### config.mk
export PLATFORM = sky130hd
export DESIGN_NAME = hps_master_bytes_to_packets
export DESIGN_NICKNAME = d
export VERILOG_FILES = /design/src/rtl/hps_master_bytes_to_packets.sv
export SDC_FILE = /design/constraint.sdc
export NUM_CORES = 1
export LEC_CHECK = 0
export BUFFER_PORTS_ARGS = -buffer_cell sky130_fd_sc_hd__buf_4
export CAP_MARGIN = 5
export CORE_MARGIN = 3
export CORE_UTILIZATION = 38
export DETAILED_ROUTE_END_ITERATION = 12
export MAX_ROUTING_LAYER = met4
export PLACE_DENSITY = 0.57
export SLEW_MARGIN = 15
export SYNTH_ARGS = -nofsm -noshare
export SYNTH_HDL_FRONTEND = slang
export SYNTH_SLANG_ARGS = --single-unit
### constraint.sdc
create_clock -name clk -period 1.8 [get_ports clk]
set_input_delay 0 -clock clk [delete_from_list [all_inputs] [get_ports clk]]
set_output_delay 0 -clock clk [all_outputs]
set_load 0.01 [all_outputs]
### src/rtl/hps_master_bytes_to_packets.sv
// Byte-stream to Avalon-ST packet decoder for the HPS-only master (0x7A SOP, 0x7B EOP, 0x7C channel, 0x7D escape).
// Optional protocol-error flag enabled by defining HPS_B2P_PROTO_ERR_EN.
module hps_master_bytes_to_packets #(
  parameter logic [7:0] ESC_XOR = 8'h20
) (
  input  logic       clk,
  input  logic       reset_n,
  output logic       in_ready,
  input  logic       in_valid,
  input  logic [7:0] in_data,
  input  logic       out_ready,
  output logic       out_valid,
  output logic [7:0] out_data,
  output logic [7:0] out_channel,
  output logic       out_startofpacket,
  output logic       out_endofpacket
`ifdef HPS_B2P_PROTO_ERR_EN
  ,
  output logic       proto_error
`endif
);

  localparam logic [1:0] NORM     = 2'd0;
  localparam logic [1:0] ESC      = 2'd1;
  localparam logic [1:0] CHAN     = 2'd2;
  localparam logic [1:0] CHAN_ESC = 2'd3;

  logic [1:0] state, state_nxt;
  logic [7:0] chan, chan_nxt;
  logic       sop_pend, sop_nxt, eop_pend, eop_nxt;
  logic       accept, load;
  logic [7:0] load_data;

  assign in_ready = out_ready | ~out_valid;
  assign accept   = in_valid & in_ready;

  always_comb begin
    state_nxt = state;
    chan_nxt  = chan;
    sop_nxt   = sop_pend;
    eop_nxt   = eop_pend;
    load      = 1'b0;
    load_data = in_data;
    if (accept) begin
      case (state)
        NORM: begin
          case (in_data)
            8'h7A: begin sop_nxt = 1'b1; eop_nxt = 1'b0; end
            8'h7B: eop_nxt = 1'b1;
            8'h7C: state_nxt = CHAN;
            8'h7D: state_nxt = ESC;
            default: load = 1'b1;
          endcase
        end
        ESC: begin
          load      = 1'b1;
          load_data = in_data ^ ESC_XOR;
          state_nxt = NORM;
        end
        CHAN: begin
          // Channel byte is literal unless escaped; marker values are legal channels here.
          if (in_data == 8'h7D) state_nxt = CHAN_ESC;
          else begin
            chan_nxt  = in_data;
            state_nxt = NORM;
          end
        end
        default: begin
          chan_nxt  = in_data ^ ESC_XOR;
          state_nxt = NORM;
        end
      endcase
    end
    if (load) begin
      sop_nxt = 1'b0;
      eop_nxt = 1'b0;
    end
  end

  always_ff @(posedge clk or negedge reset_n) begin
    if (!reset_n) begin
      state    <= NORM;
      chan     <= 8'h00;
      sop_pend <= 1'b0;
      eop_pend <= 1'b0;
    end else begin
      state    <= state_nxt;
      chan     <= chan_nxt;
      sop_pend <= sop_nxt;
      eop_pend <= eop_nxt;
    end
  end

  // Beat takes the flags and channel as they stood before this byte.
  always_ff @(posedge clk or negedge reset_n) begin
    if (!reset_n) begin
      out_valid         <= 1'b0;
      out_data          <= 8'h00;
      out_channel       <= 8'h00;
      out_startofpacket <= 1'b0;
      out_endofpacket   <= 1'b0;
    end else if (load) begin
      out_valid         <= 1'b1;
      out_data          <= load_data;
      out_channel       <= chan;
      out_startofpacket <= sop_pend;
      out_endofpacket   <= eop_pend;
    end else if (out_ready) begin
      out_valid <= 1'b0;
    end
  end

`ifdef HPS_B2P_PROTO_ERR_EN
  logic in_pkt;

  always_ff @(posedge clk or negedge reset_n) begin
    if (!reset_n) begin
      in_pkt      <= 1'b0;
      proto_error <= 1'b0;
    end else begin
      proto_error <= load & (sop_pend ? in_pkt : ~in_pkt);
      if (load) begin
        if (eop_pend)      in_pkt <= 1'b0;
        else if (sop_pend) in_pkt <= 1'b1;
      end
    end
  end
`endif

endmodule

==> flow_metrics.tcl <==
set metrics [dict create \
    grt_pass1_wl_um 4890 \
    finClkSkew_ps 6.09 \
    netlist_area_sq_um 1420 \
    coreArea_sq_um 3470 \
    chipWidth_um 67.2 \
    cts_resized 0 \
    synthFlopType "dfrtp_1" \
    area_growth_pct 30.4 \
    synth_seq_cells 31 \
    slew_headroom 0.746 \
    worstSkewPairLatency_ps 280 \
    first_iter_violations 28 \
    synth_cell_type_count 37 \
    end_kind "flop" \
    drv_slew 0 \
    wl_um 2860 \
    path_class "input pin to flop" \
    rsz0062_at_grt "no" \
    hpwlAfterDp_um 2080 \
    h-tree-depth 2 \
    critPathRequiredTime_ps 1960 \
    die_h_um 67.2 \
    layout.nets 166 \
    vdd_drop_max_v 0.000541 \
    cts_made_buffers 5 \
    num_antenna_cells 0 \
    p_per_area_nw_per_um2 856 \
    first_pass_iters 4 \
    initial_core_util 0.410 \
    tritoncts "done" \
    outcome "finished, final reports clean" \
    fin_crit_sh 0.965 \
    cp.arrival_ps 1900 \
    clock_path_buffers 2 \
    cts_root_buffer "clkbuf_8" \
    crit_path_max_fanout 7 \
    antenna_found_initial 0 \
    place_ws_ps 134 \
    worst_setup_path_start_kind "input pin" \
    ant_nets 0 \
    most-common-layout-cells "buf_4, dfrtp_1, mux2_1, nand2_1, dlygate4sd3_1" \
    gp_congestion 0.807 \
    grt_pass1_vias 1088 \
    clock_sinks 31 \
    period_needed_ps 1740 \
    grt_usage 0.154 \
    syn_nets 123 \
    place_area_sq_um 1710 \
    ys_seq_area_frac 0.545 \
    synth_top_area_share 0.545 \
    timing.setup.tns_ps 0 \
    synth_edf_count 0 \
    power_mw 1.59 \
    synth_area_leaders "dfrtp_1, mux2_1, mux2_4" \
    dpl.cell_count 187 \
    hold_class "input pin to flop" \
    hold_violations 0 \
    clock.fmax_mhz 576 \
    final_area_sq_um 1860 \
    synth_top_cell_by_area "dfrtp_1" \
    setup_viol 0 \
    dieArea_sq_um 4510 \
    pin_count 32 \
    p_leak_nw 0.923 \
    vias 1016 \
    portBuffers 31 \
    drcViolationCount 0 \
    gr-total-overflow 0 \
    viasPerCell 5.05 \
    drive_gt1_frac 0.342 \
    async_flop_share 1.00 \
    std_cell_rows 21 \
    worst_slack_ps 63.4 \
    avgSynthCellArea_sq_um 12.8 \
    final_cells 201 \
    final_common_cell "buf_4" \
    grt_start_max_net_pins 32 \
    cap_violations 0 \
    worst_pin_slew_ps 381 \
    synthCells 111 \
    synth-warning-count 0 \
    clk_pin_slew_worst_paths_ps 60 \
    wl_per_cell_um 14.2 \
]
-- logic make-up (layout without fill, tap and decap cells) --
logic type | after synthesis | after routing | share of synthesized area
buffers and inverters | 10 | 54 | 0.0334
muxes | 20 | 20 | 0.170
AOI/OAI and AO/OA | 21 | 21 | 0.111
xor gates and xnor gates | 2 | 2 | 0.0176
and+or+nand+nor | 27 | 27 | 0.123
DFF | 31 | 31 | 0.545
-- worst max-delay path, cell delays in order --
cell	delay, ps
dlygate4sd3_1	540
buf_4	150
nand4b_4	200
nor3_2	300
or2_1	370
mux2_4	330
-- registers in the layout, indices dropped and copies added (netlist names) --
name,flops
chan,8
out_endofpacket,1
out_startofpacket,1
out_valid,1
state,2
sop_pend,1
eop_pend,1
out_data,8
out_channel,8
-- area by class of cell --
type | count | area, sq um
fill | 337 | 1610
multi-input combinational | 70 | 599
tap | 46 | 57.6
clock buffer | 7 | 76.3
sequential | 31 | 776
inverter | 5 | 18.8
timing repair buffer | 41 | 323
clock inverter | 1 | 5.00
-- cell usage after synthesis (3+ instances only) --
library cell / instances
nand3_1: 3
mux2_4: 5
a31oi_1: 3
o22ai_1: 3
mux2_1: 13
nand2_1: 8
nor2_1: 4
dfrtp_1: 31
o22a_1: 3
inv_1: 5
-- per-stage QoR --
stage,util,hold WS (ps)
global route,0.535,32.0
CTS,0.535,23.9
detailed placement,0.494,-45.8
global placement,0.494,-44.4
finish,0.535,32.0
floorplan,-,-296
-- layer usage --
metal,routed length [um],up-vias,global-route usage
li1,-,488,-
met1,1330,492,0.184
met2,1300,32,0.231
met3,188,4,0.0499
met4,47,0,0.0835
met5,0,-,-
-- report_power, final --
part	switching, mW	internal (mW)	leakage, nW
logic	0.135	0.157	0.480
clock network	0.232	0.270	0.0422
registers	0.0370	0.757	0.401
total	0.404	1.18	0.923
-- worst paths after layout --
path | from | endpoint | slack, ps | depth (start not counted)
max in group asynchronous | reset_n | out_data[2] | 1330 | 2
worst max register to register | state[0] | out_data[3] | 140 | 4
worst max-delay path | in_data[7] | out_data[3] | 60 | 6
min in group asynchronous | reset_n | out_channel[4] | 180 | 2
worst min register to register | chan[3] | chan[3] | 480 | 1
worst min-delay path | in_data[0] | out_data[0] | 30 | 2
-- what timing repair did --
item / in CTS / in global routing
hold endpoints to repair: 37 / 0
hold buffers: 6 / 0
buffers inserted: 0 / 0
(Power assumes the default switching activity.)
